File: src/rtl/hazard_scoreboard_unit.sv
// Hazard unit for the 5-stage MIPS pipeline: forwarding, load-use/branch stalls,
// jump flush, and a one-entry scoreboard sequencing a multi-cycle MUL/DIV unit.
module hazard_scoreboard_unit #(
  parameter int AW     = 5,
  parameter int MD_LAT = 8
) (
  input  logic          CLK,
  input  logic          RST,
  input  logic [AW-1:0] Rs_D,
  input  logic [AW-1:0] Rt_D,
  input  logic [AW-1:0] Dst_D,
  input  logic          RegWrite_D,
  input  logic          MD_D,
  input  logic          Branch_D,
  input  logic          Jump_D,
  input  logic [AW-1:0] Rs_E,
  input  logic [AW-1:0] Rt_E,
  input  logic [AW-1:0] WriteReg_E,
  input  logic          RegWrite_E,
  input  logic          MemtoReg_E,
  input  logic          MD_Start_E,
  input  logic [AW-1:0] MD_Dst_E,
  input  logic [AW-1:0] WriteReg_M,
  input  logic [AW-1:0] WriteReg_W,
  input  logic          RegWrite_M,
  input  logic          MemtoReg_M,
  input  logic          RegWrite_W,
  output logic [1:0]    Forward_AE,
  output logic [1:0]    Forward_BE,
  output logic          Forward_AD,
  output logic          Forward_BD,
  output logic          Stall_F,
  output logic          Stall_D,
  output logic          Flush_E,
  output logic          MD_Busy,
  output logic          MD_Done,
  output logic [AW-1:0] MD_Dst,
  output logic          MD_Overrun
);
  localparam int CW = $clog2(MD_LAT + 1);
  localparam logic [CW-1:0] CNT_LOAD = CW'(MD_LAT - 1);

  typedef enum logic [1:0] {IDLE, BUSY, DONE} md_state_t;

  md_state_t     state, state_nxt;
  logic [CW-1:0] cnt, cnt_nxt;
  logic [AW-1:0] dst_q, dst_nxt;
  logic          overrun_q, overrun_nxt;
  logic          lwstall, brstall, mdstall;
  logic          md_raw, md_waw;

  // Sequencer state register
  always_ff @(posedge CLK or negedge RST) begin
    if (!RST) begin
      state     <= IDLE;
      cnt       <= '0;
      dst_q     <= '0;
      overrun_q <= 1'b0;
    end else begin
      state     <= state_nxt;
      cnt       <= cnt_nxt;
      dst_q     <= dst_nxt;
      overrun_q <= overrun_nxt;
    end
  end

  // Next-state: a start in DONE chains straight into a new op; a start in BUSY is dropped
  always_comb begin
    state_nxt   = state;
    cnt_nxt     = cnt;
    dst_nxt     = dst_q;
    overrun_nxt = overrun_q;
    unique case (state)
      IDLE: if (MD_Start_E) begin
        state_nxt = BUSY;
        cnt_nxt   = CNT_LOAD;
        dst_nxt   = MD_Dst_E;
      end
      BUSY: begin
        cnt_nxt = cnt - 1'b1;
        if (MD_Start_E) overrun_nxt = 1'b1;
        if (cnt == CW'(1)) state_nxt = DONE;
      end
      DONE: if (MD_Start_E) begin
        state_nxt = BUSY;
        cnt_nxt   = CNT_LOAD;
        dst_nxt   = MD_Dst_E;
      end else begin
        state_nxt = IDLE;
      end
      default: state_nxt = IDLE;
    endcase
  end

  // Sequencer outputs
  always_comb begin
    MD_Busy    = (state == BUSY) || (state == DONE);
    MD_Done    = (state == DONE);
    MD_Dst     = dst_q;
    MD_Overrun = overrun_q;
  end

  // Forwarding: M result has priority over W
  always_comb begin
    Forward_AE = 2'b00;
    if (Rs_E != '0 && Rs_E == WriteReg_M && RegWrite_M)      Forward_AE = 2'b10;
    else if (Rs_E != '0 && Rs_E == WriteReg_W && RegWrite_W) Forward_AE = 2'b01;
    Forward_BE = 2'b00;
    if (Rt_E != '0 && Rt_E == WriteReg_M && RegWrite_M)      Forward_BE = 2'b10;
    else if (Rt_E != '0 && Rt_E == WriteReg_W && RegWrite_W) Forward_BE = 2'b01;
    Forward_AD = (Rs_D != '0) && (Rs_D == WriteReg_M) && RegWrite_M;
    Forward_BD = (Rt_D != '0) && (Rt_D == WriteReg_M) && RegWrite_M;
  end

  // Stalls; in the DONE cycle the write-first register file already supplies the result
  always_comb begin
    lwstall = MemtoReg_E && (WriteReg_E != '0) &&
              ((Rs_D == WriteReg_E) || (Rt_D == WriteReg_E));
    brstall = Branch_D &&
              ((RegWrite_E && (WriteReg_E != '0) &&
                ((WriteReg_E == Rs_D) || (WriteReg_E == Rt_D))) ||
               (MemtoReg_M && (WriteReg_M != '0) &&
                ((WriteReg_M == Rs_D) || (WriteReg_M == Rt_D))));
    md_raw  = (dst_q != '0) && ((Rs_D == dst_q) || (Rt_D == dst_q));
    md_waw  = RegWrite_D && (Dst_D != '0) && (Dst_D == dst_q);
    mdstall = (state == BUSY) && (md_raw || md_waw || MD_D);
    Stall_F = lwstall || brstall || mdstall;
    Stall_D = Stall_F;
    Flush_E = Stall_F || Jump_D;
  end
endmodule

File: config.mk
export PLATFORM = sky130hd
export DESIGN_NAME = hazard_scoreboard_unit
export DESIGN_NICKNAME = d
export VERILOG_FILES = /design/src/rtl/hazard_scoreboard_unit.sv
export SDC_FILE = /design/constraint.sdc
export NUM_CORES = 1
export LEC_CHECK = 0
export ABC_AREA = 1
export CAP_MARGIN = 40
export CORE_ASPECT_RATIO = 0.6
export CORE_MARGIN = 3
export CORE_UTILIZATION = 42
export DETAILED_ROUTE_END_ITERATION = 7
export PLACE_DENSITY = 0.81
export SYNTH_ARGS = -nofsm -noshare
export SYNTH_HDL_FRONTEND = slang
export SYNTH_SLANG_ARGS = --single-unit
File: constraint.sdc
create_clock -name CLK -period 2.5 [get_ports CLK]
set_clock_uncertainty 0.15 [all_clocks]
set_input_delay 0.75 -clock CLK [delete_from_list [all_inputs] [get_ports CLK]]
set_output_delay 0.75 -clock CLK [all_outputs]
set_load 0.1 [all_outputs]
==> impl_metrics.tcl, run 1 <==
set metrics [dict create \
    clock_path_buffers 2 \
    synth.distinct_cells 29 \
    worst_path_end_type "primary output" \
    ys_warn_count 0 \
    syn_area_per_cell_um2 5.740 \
    portBuffers 73 \
    crit_endpoint "Forward_BD" \
    synth_top_cell_area_share_pct 23.67 \
    grt_max_degree 13 \
    synth-seq-cells 12 \
    syn_inst 279 \
    numCtsBuffers 3 \
    syn_area_um2 1602 \
    fp.dieH_um 53.83 \
    place.gp.congestion 0.9008 \
    outcome "stopped before the end" \
    yosysSeqAreaShare_pct 18.75 \
    error_line "[ERROR DPL-0038] Utilization greater than 100%, impossible to legalize" \
    die_w_um 85.72 \
    dp_slack_ns -0.8887 \
    io_pins 74 \
    syn-num-nets 342 \
    num_rows 16 \
    clock_sinks 12 \
    dp_hpwl_um 5634 \
    yosys.area.top_type "nand2_1" \
    start_util_pct 46.51 \
    ys_top_cells_by_area "nand2_1, dfrtp_1, inv_1, xnor2_1, nor2_1" \
    stop_stage "5_1_grt" \
    ctsHtreeMaxLevel 1 \
    ctsRootBufferMaster "clkbuf_8" \
]
per-stage QoR:
stage	instances	cell area, µm²
after CTS	445	3186
after detailed placement	434	2945
after global placement	434	2945
after floorplan	279	1765
kinds of logic after synthesis:
logic type	after synthesis	share of synthesized area, %
adders and majority gates	6	4.687
DFF	12	18.75
and+or+nand+nor	157	40.86
xor gates and xnor gates	19	10.39
AOI/OAI and AO/OA	31	12.11
buffers and inverters	54	13.20
what timing repair did:
item	in CTS
setup buffers	8
hold buffers	0
pin swaps	60
setup endpoints to repair	9
gates resized for setup	218
synth_stat cells, drive strengths merged:
cell     instances
a21oi            3
o21bai           1
o22ai            2
inv             51
xor2             9
dfrtp           12
nand3b           1
a311oi           2
o31ai            1
nor2            25
a211oi           1
nor4             1
buf              3
o2111ai          4
a22oi            1
nand2          102
o21ai           16
xnor2           10
nand4            3
nor3             9
nand3           16
ha               6
==> run 2, diff against run 1 <==
- CORE_ASPECT_RATIO: 0.6 -> default
- CORE_UTILIZATION: 42 -> 40
- PLACE_DENSITY: 0.81 -> default
- PLACE_DENSITY_LB_ADDON: default -> 0.15
==> impl_metrics.tcl, run 2 <==
set metrics [dict create \
    synth_most_common_cell "nand2_1" \
    final_cell_mix "nand2_1, buf_4, inv_1" \
    synth-seq-cells 12 \
    syn-num-nets 342 \
    numCtsBuffers 3 \
    synth_top_cell_area_share_pct 23.67 \
    post-route-period-util_pct 113.9 \
    final_util_pct 84.37 \
    grt_antenna_before_repair 0 \
    clock_sinks 12 \
    power.density_nw_per_um2 658.7 \
    coreArea_um2 3771 \
    rr_startpoint "state[0]" \
    ctsHtreeMaxLevel 1 \
    hold-worst-slack_ns 0.3333 \
    ir_worst_vdd_uv 910.2 \
    num-nets-final 455 \
    cp-end-kind "output port" \
    start_util_pct 42.47 \
    drc 0 \
    worst_pin_slew_ns 0.5348 \
    fin_cells 439 \
    leakage_nw 1.609 \
    fin_setup_tns_ns -1.967 \
    syn_area_per_cell_um2 5.740 \
    internal_power_mw 0.9077 \
    ys_warn_count 0 \
    grt_max_degree 13 \
    grt_pass1_wl_um 9466 \
    drv_cap 0 \
    outcome "complete, but fails checks" \
    synth_edf_count 0 \
    crit_type "in2out" \
    async_reset_ff_share_pct 100.0 \
    final-setup-viol-count 9 \
    ctsRootBufferMaster "clkbuf_8" \
    dp_hpwl_um 4386 \
    switchingPower_mw 1.188 \
    rsz0062_at_grt "yes" \
    fp.dieH_um 69.28 \
    synth_common_cells "nand2_1, inv_1, nor2_1" \
    cts_tree "done" \
    final_common_cell "nand2_1" \
    grt_pass1_vias 2206 \
    gr-total-overflow 0 \
    vias 2254 \
    largest_register_ffs 5 \
    die_area_um2 4799 \
    start_kind "input pin" \
    slew_headroom_pct 64.24 \
    clock_path_buffers 2 \
    antenna_cells 0 \
    portBuffers 73 \
    crit_start "Rt_D[0]" \
    yosys.area.top_type "nand2_1" \
    wl_um 5952 \
    syn_inst 279 \
    vias_per_cell 5.134 \
    postCtsHoldBufs 0 \
    place.gp.congestion 0.8823 \
    clock_power_share_pct 9.0 \
    grt_use_total_pct 23.68 \
    p_comb_share_pct 73.7 \
    dp_cells 430 \
    max_freq_ghz 0.3513 \
    insertion_delay_ns 0.25 \
    path_clk_slew_ns 0.05 \
    ant_nets 0 \
    hp-class "reg2reg" \
    syn_area_um2 1602 \
    num_rows 22 \
    crit_path_end "Flush_E" \
    worstPathArrival_ns 1.95 \
    final_area_um2 3182 \
    drt_iter0_drc 83 \
    ys_top_cells_by_area "nand2_1, dfrtp_1, inv_1, xnor2_1, nor2_1" \
    avgRoutedWirePerCell_um 13.56 \
    register_area_um2 306.5 \
    syn_to_final_growth_pct 98.67 \
    sw_frac_of_total_pct 56.69 \
    synth_flop_cell "dfrtp_1" \
    place_area_um2 2884 \
    synth.distinct_cells 29 \
    die_w_um 69.28 \
    io_pins 74 \
    failed_checks "setup timing" \
    reg2regPathDepth 8 \
    r2r-end "cnt[3]" \
    yosysSeqAreaShare_pct 18.75 \
    nFillCells 222 \
    drt-pass1-iter-count 4 \
    layout_setup_ws_ns -0.3464 \
    drive_gt1_share_pct 46.29 \
    seqPwrFrac_pct 17.3 \
    worstPathMaxFanout 3 \
    rrSetupSlack_ns 0.77 \
    hold_viol 0 \
    multi_input_area_um2 1413 \
    worstPathRequired_ns 1.60 \
    layout_min_cycle_time_ns 2.846 \
    slew_viol_final 0 \
]
-- run 2: timing repair --
action	CTS	global route
hold endpoints to repair	0	0
endpoints found under the setup margin	9	9
pin swaps	62	42
buffers inserted	3	2
gates resized for setup	229	46
-- run 2: stage by stage --
stage | setup slack [ns] | power [mW]
6_report | -0.3464 | 2.096
3_3_place_gp | -0.7560 | 1.820
3_5_place_dp | -0.7916 | 1.840
4_1_cts | -0.2443 | 2.061
5_1_grt | -0.4509 | 2.217
2_1_floorplan | -0.5248 | 1.346
-- run 2: layout make-up --
type	instances	share of cell area [%]
clock buffers	4	1.416
repair buffers	111	35.55
inverters	51	7.118
multi-input cells	213	44.40
flip-flops and latches	12	9.634
well taps	48	1.888
-- run 2: cell families after synthesis --
group | count (synthesis) | share of synthesized area (%)
xor gates and xnor gates | 19 | 10.39
and+or+nand+nor | 157 | 40.86
adders and majority gates | 6 | 4.687
AOI/OAI and AO/OA | 31 | 12.11
DFF | 12 | 18.75
buffers and inverters | 54 | 13.20
-- run 2: metal layers --
metal	up-vias	global-route usage [%]	share of wire, %
met4	0	9.761	4.1
met5	-	0	0
met2	109	44.28	53
met1	1024	27.09	37
met3	24	2.319	5.9
li1	1097	-	-
-- run 2: worst max-delay path, cell delays in order --
cell	delay, ns
buf_8	0.10
buf_6	0.11
xor2_1	0.21
nor2_1	0.08
nand3_1	0.11
nand2_1	0.07
nand2_1	0.07
nand2_1	0.06
inv_2	0.12
nand3_4	0.09
buf_12	0.17
-- run 2: how the worst min path moves through the flow --
| stage | start | end | slack, ns | cells past startpoint |
|---|---|---|---|---|
| 2_1_floorplan | RST | MD_Dst[0] | 0.30 | 0 |
| 3_3_place_gp | MD_Overrun | MD_Overrun | 0.31 | 1 |
| 3_5_place_dp | MD_Overrun | MD_Overrun | 0.32 | 1 |
| 4_1_cts | MD_Overrun | MD_Overrun | 0.33 | 1 |
| 5_1_grt | MD_Overrun | MD_Overrun | 0.35 | 1 |
| 6_report | MD_Overrun | MD_Overrun | 0.33 | 1 |
-- run 2: power groups by stage --
| stage | Sequential (mW) | Combinational [mW] | Clock (mW) |
|---|---|---|---|
| 2_1_floorplan | 0.625 | 0.721 | 0 |
| 3_5_place_dp | 0.362 | 1.48 | 0 |
| 5_1_grt | 0.374 | 1.65 | 0.198 |
| 4_1_cts | 0.360 | 1.51 | 0.192 |
| 6_report | 0.363 | 1.54 | 0.188 |
| 3_3_place_gp | 0.360 | 1.46 | 0 |
Note: power is estimated with default switching activity, not from simulation.
